<file path="src/rtl/lz77_decoder_stream.sv">
// rtl/lz77_decoder_stream.sv - streaming LZ77 codeword decoder with sliding search window
module lz77_decoder_stream #(
  parameter int                DATA_W    = 8,
  parameter int                DEPTH     = 9,
  parameter int                POS_W     = 4,
  parameter int                LEN_W     = 3,
  parameter logic [DATA_W-1:0] TERM_CHAR = 8'h24
) (
  input  logic              clk,
  input  logic              reset,
  input  logic              in_valid,
  output logic              in_ready,
  input  logic [POS_W-1:0]  code_pos,
  input  logic [LEN_W-1:0]  code_len,
  input  logic [DATA_W-1:0] chardata,
  output logic              out_valid,
  input  logic              out_ready,
  output logic [DATA_W-1:0] char_nxt,
  output logic              finish,
  output logic              err
);

  typedef enum logic [1:0] {S_IDLE, S_COPY, S_LIT, S_DONE} state_t;

  state_t             state_q, state_d;
  logic [POS_W-1:0]   pos_q, pos_d;
  logic [LEN_W-1:0]   rem_q, rem_d;
  logic [DATA_W-1:0]  lit_q, lit_d;
  logic [DATA_W-1:0]  char_q, char_d;
  logic               out_valid_q, out_valid_d;
  logic               finish_q, finish_d;
  logic               err_q, err_d;
  logic [DATA_W-1:0]  win_q [DEPTH];
  logic [DATA_W-1:0]  win_d [DEPTH];

  logic               slot_free;
  logic               in_ready_c;
  logic               accept;
  logic               emit;
  logic [DATA_W-1:0]  emit_char;
  logic [DATA_W-1:0]  copy_char;
  logic               pos_illegal;

  // The output register can take a new character when empty or being drained
  assign slot_free   = !out_valid_q || out_ready;
  assign accept      = in_valid && in_ready_c;
  assign pos_illegal = (32'(code_pos) >= 32'(DEPTH)) && (code_len != '0);

  assign in_ready  = reset && in_ready_c;
  assign out_valid = out_valid_q;
  assign char_nxt  = char_q;
  assign finish    = finish_q;
  assign err       = err_q;

  // Window lookup; an out-of-range position matches no entry and reads as zero
  always_comb begin
    copy_char = '0;
    for (int i = 0; i < DEPTH; i++) begin
      if (pos_q == POS_W'(i)) copy_char = win_q[i];
    end
  end

  // State and datapath registers with synchronous active-low reset
  always_ff @(posedge clk) begin
    if (!reset) begin
      state_q     <= S_IDLE;
      pos_q       <= '0;
      rem_q       <= '0;
      lit_q       <= '0;
      char_q      <= '0;
      out_valid_q <= 1'b0;
      finish_q    <= 1'b0;
      err_q       <= 1'b0;
      for (int i = 0; i < DEPTH; i++) win_q[i] <= '0;
    end else begin
      state_q     <= state_d;
      pos_q       <= pos_d;
      rem_q       <= rem_d;
      lit_q       <= lit_d;
      char_q      <= char_d;
      out_valid_q <= out_valid_d;
      finish_q    <= finish_d;
      err_q       <= err_d;
      win_q       <= win_d;
    end
  end

  // Next-state: copy runs until its last character, literal chains straight into the next codeword
  always_comb begin
    state_d = state_q;
    case (state_q)
      S_IDLE: begin
        if (in_valid) state_d = (code_len != '0) ? S_COPY : S_LIT;
      end
      S_COPY: begin
        if (slot_free && rem_q == LEN_W'(1)) state_d = S_LIT;
      end
      S_LIT: begin
        if (slot_free) begin
          if (lit_q == TERM_CHAR) state_d = S_DONE;
          else if (in_valid)      state_d = (code_len != '0) ? S_COPY : S_LIT;
          else                    state_d = S_IDLE;
        end
      end
      S_DONE:  state_d = S_DONE;
      default: state_d = S_IDLE;
    endcase
  end

  // Outputs and datapath: handshake, emission, window shift, sticky flags
  always_comb begin
    in_ready_c = 1'b0;
    emit       = 1'b0;
    emit_char  = '0;
    case (state_q)
      S_IDLE: in_ready_c = 1'b1;
      S_COPY: begin
        if (slot_free) begin
          emit      = 1'b1;
          emit_char = copy_char;
        end
      end
      S_LIT: begin
        if (slot_free) begin
          emit      = 1'b1;
          emit_char = lit_q;
          if (lit_q != TERM_CHAR) in_ready_c = 1'b1;
        end
      end
      default: in_ready_c = 1'b0;
    endcase

    pos_d = accept ? code_pos : pos_q;
    lit_d = accept ? chardata : lit_q;
    if (accept)                                 rem_d = code_len;
    else if (state_q == S_COPY && slot_free)    rem_d = rem_q - LEN_W'(1);
    else                                        rem_d = rem_q;

    // Illegal copies still run; their characters come out as zero from the lookup
    err_d    = err_q | (accept && pos_illegal);
    finish_d = finish_q |
               (state_q == S_DONE && out_valid_q && out_ready && char_q == TERM_CHAR);

    char_d      = emit ? emit_char : char_q;
    out_valid_d = emit ? 1'b1 : (slot_free ? 1'b0 : out_valid_q);

    win_d = win_q;
    if (emit) begin
      win_d[0] = emit_char;
      for (int i = 0; i < DEPTH - 1; i++) win_d[i+1] = win_q[i];
    end
  end

endmodule

</file>
<file path="config.mk">
export PLATFORM = sky130hd
export DESIGN_NAME = lz77_decoder_stream
export DESIGN_NICKNAME = d
export VERILOG_FILES = /design/src/rtl/lz77_decoder_stream.sv
export SDC_FILE = /design/constraint.sdc
export NUM_CORES = 1
export LEC_CHECK = 0
export ABC_CLOCK_PERIOD_IN_PS = 2000
export CORE_AREA = 4 4 110 112
export DETAILED_ROUTE_END_ITERATION = 12
export DIE_AREA = 0 0 114 116
export PLACE_DENSITY = 0.55
export REMOVE_ABC_BUFFERS = 1
export SETUP_SLACK_MARGIN = 0.02
export SYNTH_ARGS = -nofsm -noshare
export SYNTH_HDL_FRONTEND = slang
export SYNTH_SLANG_ARGS = --single-unit
</file>
<file path="constraint.sdc">
create_clock -name clk -period 2 [get_ports clk]
set_input_delay 0.4 -clock clk [delete_from_list [all_inputs] [get_ports clk]]
set_output_delay 0.4 -clock clk [all_outputs]
set_load 0.01 [all_outputs]
</file>
* Word level (Yosys, flattened, before mapping) *
Cells that the tools add are included.

operators by class
  add/subtract/negate cells = 1
  $lt $le $gt $ge = 1
  equal/unequal tests = 19
  muxes and demuxes = 28
  bitwise gates (word level) = 2
  reduce and logical (&&, ||, !) cells = 19

operator list
  kind                  number
  $mux 8                11
  $eq 4x3->1 const B    4
  $eq 8x6->1 const B    2
  $pmux 8 s2            1
  $mux 2                6
  $ne 11x11->1 const B  1
  $logic_and 1x1->1     9
  $eq 4x2->1 const B    2
  $ne 8x6->1 const B    1
  $pmux 2 s4            1
  $mux 1                6
  $mux 3                2
  $ne 2x2->1 const B    3
  $eq 2x2->1 const B    2
  $eq 4x1->1 const B    1
  $eq 4x4->1 const B    1
  $ge 4x4->1 const B    1
  $logic_not 4->1       1
  $reduce_bool 2->1     2
  $eq 3x1->1 const B    1
  $reduce_and 3->1      1
  $reduce_bool 3->1     1
  $sub 3x1->3 const B   1
  $eq 2x1->1 const B    1
  other kinds (7)       8

word-level totals
  register bits = 92
  input bits = 19
  output and inout port bits = 12

* Longest topological paths before layout *
Gate-level depths: netlist of run 1.

  word-level depth = 12
  depth in mapped cells = 9
  gate-level depth less buffers = 7

* Worst setup path after synthesis of run 1 *
No wires, ideal clock.

  path kind = register to register
  from = register state_q[0]
  to = register win_q[71] in the netlist's numbering
  arrival time = 1,544 ps
  slack = 339 ps
  cell stages (with the launch flop) = 8
  period minus slack after synthesis = 1,661 ps
  cells stage by stage = dfxtp_1 -> inv_1 -> ha_1 -> inv_2 -> a311oi_4 -> nand2_1 -> a32o_1 -> o22a_1

on the way
  word-level cells in the longest chain between the ends = 4
  elaborated cells between the ends (all ways) = 7
  classes of those cells = eq/ne: 3; mux: 2; reduce/logical: 2

ends and longest elaborated chain
  element                                                               RTL line  text
  start, declared                                                       25        state_t state_q, state_d;
  start signal, assigned                                                76        state_q <= state_d;
  parallel branches: the longest is 4 deep, another holds $ne 11x11->1  --
  end signal, assigned                                                  84        win_q <= win_d;
  end, declared                                                         33        logic [DATA_W-1:0] win_q [DEPTH];

Several ways; the timed one is not identified.
A chain may end at the register's enable or synchronous reset.

* Worst setup path after layout of run 1 *
  from = register lit_q[6]
  to = output port in_ready

on the way
  word-level cells in the longest chain between the ends = 5

ends and longest elaborated chain
  element                 RTL line  text
  start, declared         28        logic [DATA_W-1:0] lit_q, lit_d;
  start signal, assigned  79        lit_q <= lit_d;
  $ne 8x6->1              127       if (lit_q != TERM_CHAR) in_ready_c = 1'b1;
  $mux 1                  127
  $mux 1                  124       if (slot_free) begin
  $pmux 1 s2              115       case (state_q)
  $logic_and 1x1->1       49        assign in_ready = reset && in_ready_c;
  end, declared           12        output logic in_ready,

Every way passes these cells.

==> results of run 1 <==
-- logic make-up (layout without fill, tap and decap cells) --
kind of cell / count (synthesis) / in the layout / synth area share [%]
compound gates: 140 / 140 / 23.1
xor+xnor: 2 / 2 / 0.392
fa+ha+maj: 6 / 6 / 1.68
buf+inv: 52 / 97 / 5.77
flops: 92 / 92 / 41.2
mux: 22 / 22 / 5.09
simple gates: 220 / 220 / 22.8
-- cells in the final DEF (no fill, tap or decap), drive strengths merged, types with 2 or more instances in the layout --
master         instances
clkbuf                11
buf                   44
nor2                  15
a32oi                  3
a211oi                 2
a221o                  3
clkinv                 2
nand2b                 4
o21a                   3
ha                     6
mux2i                 16
o211ai                 8
nand2                151
a32o                   3
nand3                 12
a31oi                  2
nor4b                  6
o22ai                  4
mux2                   6
inv                   10
clkdlybuf4s50         28
a22oi                  9
o211a                  2
a21boi                66
a21oi                 18
nor3                   4
dfxtp                 92
nor2b                 22
o21ai                 11
-- flip-flops by register name, indices dropped and copies added (netlist names) --
name,cells
rem_q,3
lit_q,8
finish,1
pos_q,4
err,1
out_valid,1
win_q,72
state_q,2
-- layout make-up --
cell class              instances  area, sq um
inverters                       9         33.8
clock inverters                 5         60.1
flip-flops and latches         92         1850
multi-input cells             390         2380
clock buffers                  11          243
well taps                     143          179
fillers                      1129         5800
repair buffers                 72          684
-- power groups by stage --
stage / clock network, mW / logic [mW] / registers (mW)
3_5_place_dp: 0 / 2.44 / 2.23
4_1_cts: 1.77 / 2.45 / 2.19
6_report: 1.73 / 2.44 / 2.19
3_3_place_gp: 0 / 2.43 / 2.22
5_1_grt: 1.83 / 2.68 / 2.22
2_1_floorplan: 0 / 1.21 / 2.24
-- stage by stage --
| step | utilization (%) | TNS (ps) | hold WS (ps) | worst slack [ps] |
|---|---|---|---|---|
| floorplan | - | -19770 | 439 | -316 |
| global placement | 45.5 | -214 | 448 | -181 |
| detailed placement | 45.5 | -562 | 454 | -203 |
| CTS | 48.3 | 0 | 464 | 99.6 |
| global route | 48.3 | 0 | 490 | 25.2 |
| finish | 48.3 | 0 | 462 | 130 |
-- routing by layer --
layer	track usage [%]	routed length [um]	vias to the layer above
li1	-	-	1907
met1	23.6	5390	1809
met2	28.5	5250	58
met3	2.87	443	7
met4	6.57	97	0
met5	0	0	-
-- worst max-delay path, stage by stage, from the launching register on --
cell                       delay, ps
sky130_fd_sc_hd__dfxtp_2         350
sky130_fd_sc_hd__nor4b_4         350
sky130_fd_sc_hd__a211oi_2        130
sky130_fd_sc_hd__o21a_1          180
sky130_fd_sc_hd__buf_2           130
-- how the worst max path moves through the flow --
stage	start	endpoint	depth (start not counted)
after CTS	lit_q[1]$_SDFFE_PN0P_	in_ready	4
after global routing	lit_q[0]$_SDFFE_PN0P_	lit_q[0]$_SDFFE_PN0P_	8
after global placement	out_ready	in_ready	5
after detailed placement	out_ready	in_ready	5
after floorplan	state_q[0]$_SDFFE_PN0P_	win_q[0]$_SDFFE_PN0P_	6
final	lit_q[6]$_SDFFE_PN0P_	in_ready	4
-- repair_timing --
action                                 CTS  global route
setup buffers                            1             0
setup endpoints to repair                1             4
resized for setup                        7             1
endpoints found under the hold margin    0             0
pin swaps                                3             1
hold buffers                             0             0
==> impl_results.md, run 1 <==
- Outcome: finished, final reports clean
- Switching share of total power: 36.2%
- Type of the worst setup path: reg -> out
- Final setup violating endpoints: 0
- Residual DRC: 0
- Netlist area before placement: 4470 sq um
- Total core area: around 11000 sq um
- Capturing element type of the critical path: output pin
- Maximum buffer depth of the clock tree: 2
- Reg2Reg Capture Point: pos_q[1]$_SDFFE_PN0P_
- Clock slew seen by the registers of the worst setup and hold paths: 60 ps
- Setup repair after global routing missed its margin: no
- CTS tree: built
- Main flop type after synthesis: sky130_fd_sc_hd__dfxtp_1
- Sum of net half-perimeters after detailed placement: 7780 um
- Worst EP required: roughly 1600 ps
- Count of yosys warnings during synthesis: 0
- Worst hold stages: 2
- Relative slew margins: 58.8%
- P_sw: 2.30 mW
- Fraction of final layout cells with drive strength greater than 1: 12.8%
- Y dimension of the die: around 120 um
- Cell count after synthesis: approximately 530
- Placed Cells incl. Taps: 705
- Total Die Area: roughly 13000 sq um
- Count of nets after finishing: between 500 and 600
- Standard cell area after detailed placement: slightly above 5000 sq um
- Final antenna-violating net count: 0
- Slew of the pin with the lowest slew margin: between 600 and 700 ps
- Most frequent cells after synthesis: sky130_fd_sc_hd__nand2_1 (151), sky130_fd_sc_hd__dfxtp_1 (92), sky130_fd_sc_hd__a21boi_1 (44)
- Clock power frac: 27.3%
- Wire length after detailed routing: 11200 um
- Clk Latency, worst-skew pair: 340 ps
- # rows: 39
- Cell count of the worst reg-to-reg path: 8
- DR iter-0 viols: 218
- Final Hold Viols: 0
- Max Fclk: between 500 and 600 MHz
- Largest area contributor in the synthesized netlist: sky130_fd_sc_hd__dfxtp_1
- Flop and latch count out of synthesis: about 90
- Post-route total power: 6.36 mW
- Global-route total usage across every layer: 17.6%
- Fraction of the yosys area taken by sequential cells: 41.2%
- Number of enable-type register cells in the synthesized netlist: 0
- Max-cap violations: 0
- Clock tree sinks: 92
- Routed len/inst: 15.5 um
- Gpl congestion: 0.816
- Min cycle time layout: 1870 ps
- Number of clock buffers inserted by TritonCTS: 9
- Synth-to-Final Area Change: 21.3%
- Worst Setup Start Kind: flip-flop
- Total vias in the final route: roughly 3800
- Initial antenna violation count: 0
- Top fanout value on the critical path: 3
- Mean cell area of the mapped netlist: approximately 8.4 sq um
- Number of top-level design ports: 31
- Average via count per standard cell: 5.24
- Register-to-register setup slack: about 170 ps
- Pint: a little over 4 mW
- Worst hold start: win_q[24]$_SDFFE_PN0P_
- Power per standard cell area: 1170 nW/um^2
- Starting Density: approximately 40%
- Fin. max-slew vios: 0
- Crit path DAT: 1470 ps
- Distinct cells, synth: between 50 and 60
- Worst hold-check path type: reg -> reg
- Hold Path End: win_q[16]$_SDFFE_PN0P_
- Fraction of registers with async set/reset: 0%
- Fin crit share: a little over 90%
- Root Buffer Master: sky130_fd_sc_hd__clkbuf_16
- DRT Pass-1 Iters: 4
- Maximum number of pins on one net before global-route repair: 81
- Share of total power in combinational logic: 38.3%
- Final antenna diode count: 0
- Die W: 114 um
- Filler-free cell count of the finished design: 722
- Maximum resistive drop on vdd: ~0.7 mV
- Global-route wire length before repair: 18500 um
- Sequential share of power: approximately a third
- Vias in the first global route: about 3600
- Final Cell Area: roughly 5400 sq um
- IO buf count: 30
- Aggregate global routing overflow: 0
- Most used standard cell by instance count after synthesis: sky130_fd_sc_hd__nand2_1
- H-tree depth: 3
- Proportion of netlist area held by the largest area contributor: 41.2%
- Max Clock Skew: 6.10 ps
- Top area cells in the synthesized netlist: sky130_fd_sc_hd__dfxtp_1 (41%), sky130_fd_sc_hd__nand2_1 (13%), sky130_fd_sc_hd__a21boi_1 (7.4%), sky130_fd_sc_hd__a21boi_0 (3.7%), sky130_fd_sc_hd__mux2i_1 (3.6%)
- Worst flop-to-flop path startpoint: lit_q[6]$_SDFFE_PN0P_
- Leakage power: 1.96 nW
Note: power is estimated with default switching activity, not from simulation.
==> run 2: changes to the inputs <==
CORE_AREA = 4 4 100 102   (was 4 4 110 112)
DIE_AREA = 0 0 104 106   (was 0 0 114 116)
PLACE_DENSITY = 0.65   (was 0.55)
==> run 2 against run 1 <==
Wire length fell by 5.6%. Global-route usage increased by 2.3 points. Register-to-register slack better by 70 ps. Power is 11% lower. Maximum frequency down 1.5%. Count of clock-buffer cells in the layout fell by 2. Sequential share of layout area increased by 1.6 points. Via count shrank 1.1%. Combinational power down 4%. Non-clock buffer count decreased by 8. Critical path depth did not move. Critical path type unchanged. Largest power group unchanged.
==> impl_results.md, run 2 (synthesis gave the netlist of run 1 again) <==
- Outcome: finished, final reports clean (unchanged)
- Fin crit share: 94.9% (was 93.5%)
- DR iter-0 viols: 190 (was 218)
- Maximum cell stage delay along the critical path: 360 ps (was 350 ps)
- Maximum resistive drop on vdd: 0.561 mV (was 0.717 mV)
- Starting Density: 49.1% (was 39.8%)
- Fin. max-slew vios: 0 (unchanged)
- Max Clock Skew: 16.5 ps (was 6.10 ps)
- Count of nets after finishing: 591 (was 599)
- Aggregate global routing overflow: 0 (unchanged)
- Crit path buffers/inverters: 1 (unchanged)
- Wire length after detailed routing: 10500 um (was 11200 um)
- Global-route total usage across every layer: 19.9% (was 17.6%)
- Final Cell Area: 5180 sq um (was 5420 sq um)
- Top fanout value on the critical path: 2 (was 3)
- Registers with the most flip-flops: win_q: 72 flops, lit_q: 8 flops, pos_q: 4 flops (unchanged)
- Residual DRC: 0 (unchanged)
- CTS tree: built (unchanged)
- Min cycle time layout: 1900 ps (was 1870 ps)
- Routed len/inst: 15.5 um (about the same)
- Most frequent standard cell in the layout excluding fill and tap cells: sky130_fd_sc_hd__nand2_1 (unchanged)
- Global-route wire length before repair: 18100 um (was 18500 um)
- Slew of the pin with the lowest slew margin: 529 ps (was 610 ps)
- Placed Cells incl. Taps: 662 (was 705)
- Gpl congestion: 0.796 (was 0.816)
- Total vias in the final route: 3739 (was 3781)
- Max-cap violations: 0 (unchanged)
- Slowest cell on the critical path: sky130_fd_sc_hd__dfxtp_4 (was sky130_fd_sc_hd__dfxtp_2)
- Total core area: 9110 sq um (was 11200 sq um)
- Sum of net half-perimeters after detailed placement: 7290 um (was 7780 um)
- Clock tree sinks: 92 (unchanged)
- Max Fclk: 527 MHz (was 535 MHz)
- Die W: 104 um (was 114 um)
- Max reg flops: 72 (unchanged)
- Most frequent cells in the layout: sky130_fd_sc_hd__nand2_1 (150), sky130_fd_sc_hd__dfxtp_1 (89), sky130_fd_sc_hd__a21boi_1 (44) (unchanged)
- Leakage power: 1.86 nW (was 1.96 nW)
- Final antenna-violating net count: 0 (unchanged)
- Cell family contributing the most delay on the critical path: flip-flops (unchanged)
- Final setup violating endpoints: 0 (unchanged)
- Worst hold-check path type: reg -> reg (unchanged)
- Capturing element type of the critical path: output pin (unchanged)
- Post-route total power: 5.68 mW (was 6.36 mW)
- Synth-to-Final Area Change: 16.0% (was 21.3%)
- Average via count per standard cell: 5.48 (was 5.24)
- Final Hold Viols: 0 (unchanged)
- Clock slew seen by the registers of the worst setup and hold paths: 100 ps (was 60 ps)
- Maximum buffer depth of the clock tree: 2 (unchanged)
- Worst Setup Start Kind: flip-flop (unchanged)
- Vias in the first global route: 3629 (was 3617)
- Crit path DAT: 1500 ps (was 1470 ps)
- # rows: 35 (was 39)
- Clk Latency, worst-skew pair: 360 ps (was 340 ps)
- Series of cell instances along the critical path: nor4b_4, a211oi_2, o21a_1, buf_2 (unchanged)
- Filler-free cell count of the finished design: 682 (was 722)
- Type of the worst setup path: reg -> out (unchanged)
- IO buf count: 30 (unchanged)
- Maximum number of pins on one net before global-route repair: 42 (was 81)
- Y dimension of the die: 106 um (was 116 um)
- Final antenna diode count: 0 (unchanged)
- Total Die Area: 11000 sq um (was 13200 sq um)
- H-tree depth: 3 (unchanged)
- Standard cell area after detailed placement: 4970 sq um (was 5110 sq um)
- Largest Register: win_q (unchanged)
- Relative slew margins: 64.6% (was 58.8%)
- Fraction of final layout cells with drive strength greater than 1: 11.9% (was 12.8%)
- Number of clock buffers inserted by TritonCTS: 9 (unchanged)
- Root Buffer Master: sky130_fd_sc_hd__clkbuf_8 (was sky130_fd_sc_hd__clkbuf_16)
- DRT Pass-1 Iters: 4 (unchanged)
- Initial antenna violation count: 0 (unchanged)
- Power per standard cell area: 1100 nW/um^2 (was 1170 nW/um^2)
- Number of top-level design ports: 31 (unchanged)
- Final hold slack: 469 ps (was 462 ps)
- Worst EP required: 1600 ps (about the same)
- Setup repair after global routing missed its margin: no (unchanged)
run 2: changes by cell type in the layout (fill, tap and decap cells not counted), moves of 2 or more:
cell,delta
sky130_fd_sc_hd__clkbuf_16,-9
sky130_fd_sc_hd__clkbuf_8,+8
sky130_fd_sc_hd__buf_4,-6
sky130_fd_sc_hd__clkinv_2,+2
run 2: tightest hold or removal path: cells and delay by family, from the launching register on:
kind	cells	cell delay, ps
AND/OR/NAND/NOR	1	50
flip-flops	1	320
AO/OA/AOI/OAI	1	60
run 2: repair_timing:
| action | in CTS | in global routing |
|---|---|---|
| pin swaps | 3 | 0 |
| buffers inserted | 4 | 0 |
| hold buffers | 0 | 0 |
| cloned | 0 | 0 |
| setup endpoints to repair | 1 | 3 |
| resized for setup | 7 | 2 |
run 2: metrics by stage:
step	TNS (ps)	setup slack, ps	utilization (%)
6_report	0	102	56.9
5_1_grt	0	34.9	56.9
4_1_cts	0	78.0	56.8
3_5_place_dp	-261	-224	54.6
3_3_place_gp	-206	-206	54.6
2_1_floorplan	-19770	-316	-
run 2: path summary, 6_finish.rpt:
path / startpoint / end / slack (ps) / depth (start not counted)
worst min register to register: win_q[0]$_SDFFE_PN0P_ / win_q[0]$_SDFFE_PN0P_ / 470 / 2
worst max register to register: state_q[1]$_SDFFE_PN0P_ / win_q[68]$_SDFFE_PN0P_ / 240 / 8
worst min-delay path: win_q[0]$_SDFFE_PN0P_ / win_q[0]$_SDFFE_PN0P_ / 470 / 2
worst max-delay path: lit_q[3]$_SDFFE_PN0P_ / in_ready / 100 / 4
run 2: cell type report:
class / count / area, sq um
Fill cell: 870 / 3920
Timing Repair Buffer: 64 / 608
Multi-Input combinational cell: 390 / 2380
Clock buffer: 9 / 124
Sequential cell: 92 / 1850
Inverter: 9 / 33.8
Tap cell: 111 / 139
Clock inverter: 7 / 48.8
run 2: layer usage:
metal | track usage, % | vias up | part of all wire (%)
met5 | 0 | - | 0
met3 | 3.04 | 9 | 4.0
li1 | - | 1884 | -
met2 | 32.2 | 71 | 46
met4 | 7.60 | 0 | 1.4
met1 | 26.8 | 1775 | 48
run 2: report_power, final:
group	internal [mW]	switching (mW)
Sequential	2.01	0.193
Clock	0.457	0.682
Combinational	0.987	1.35
Total	3.46	2.23
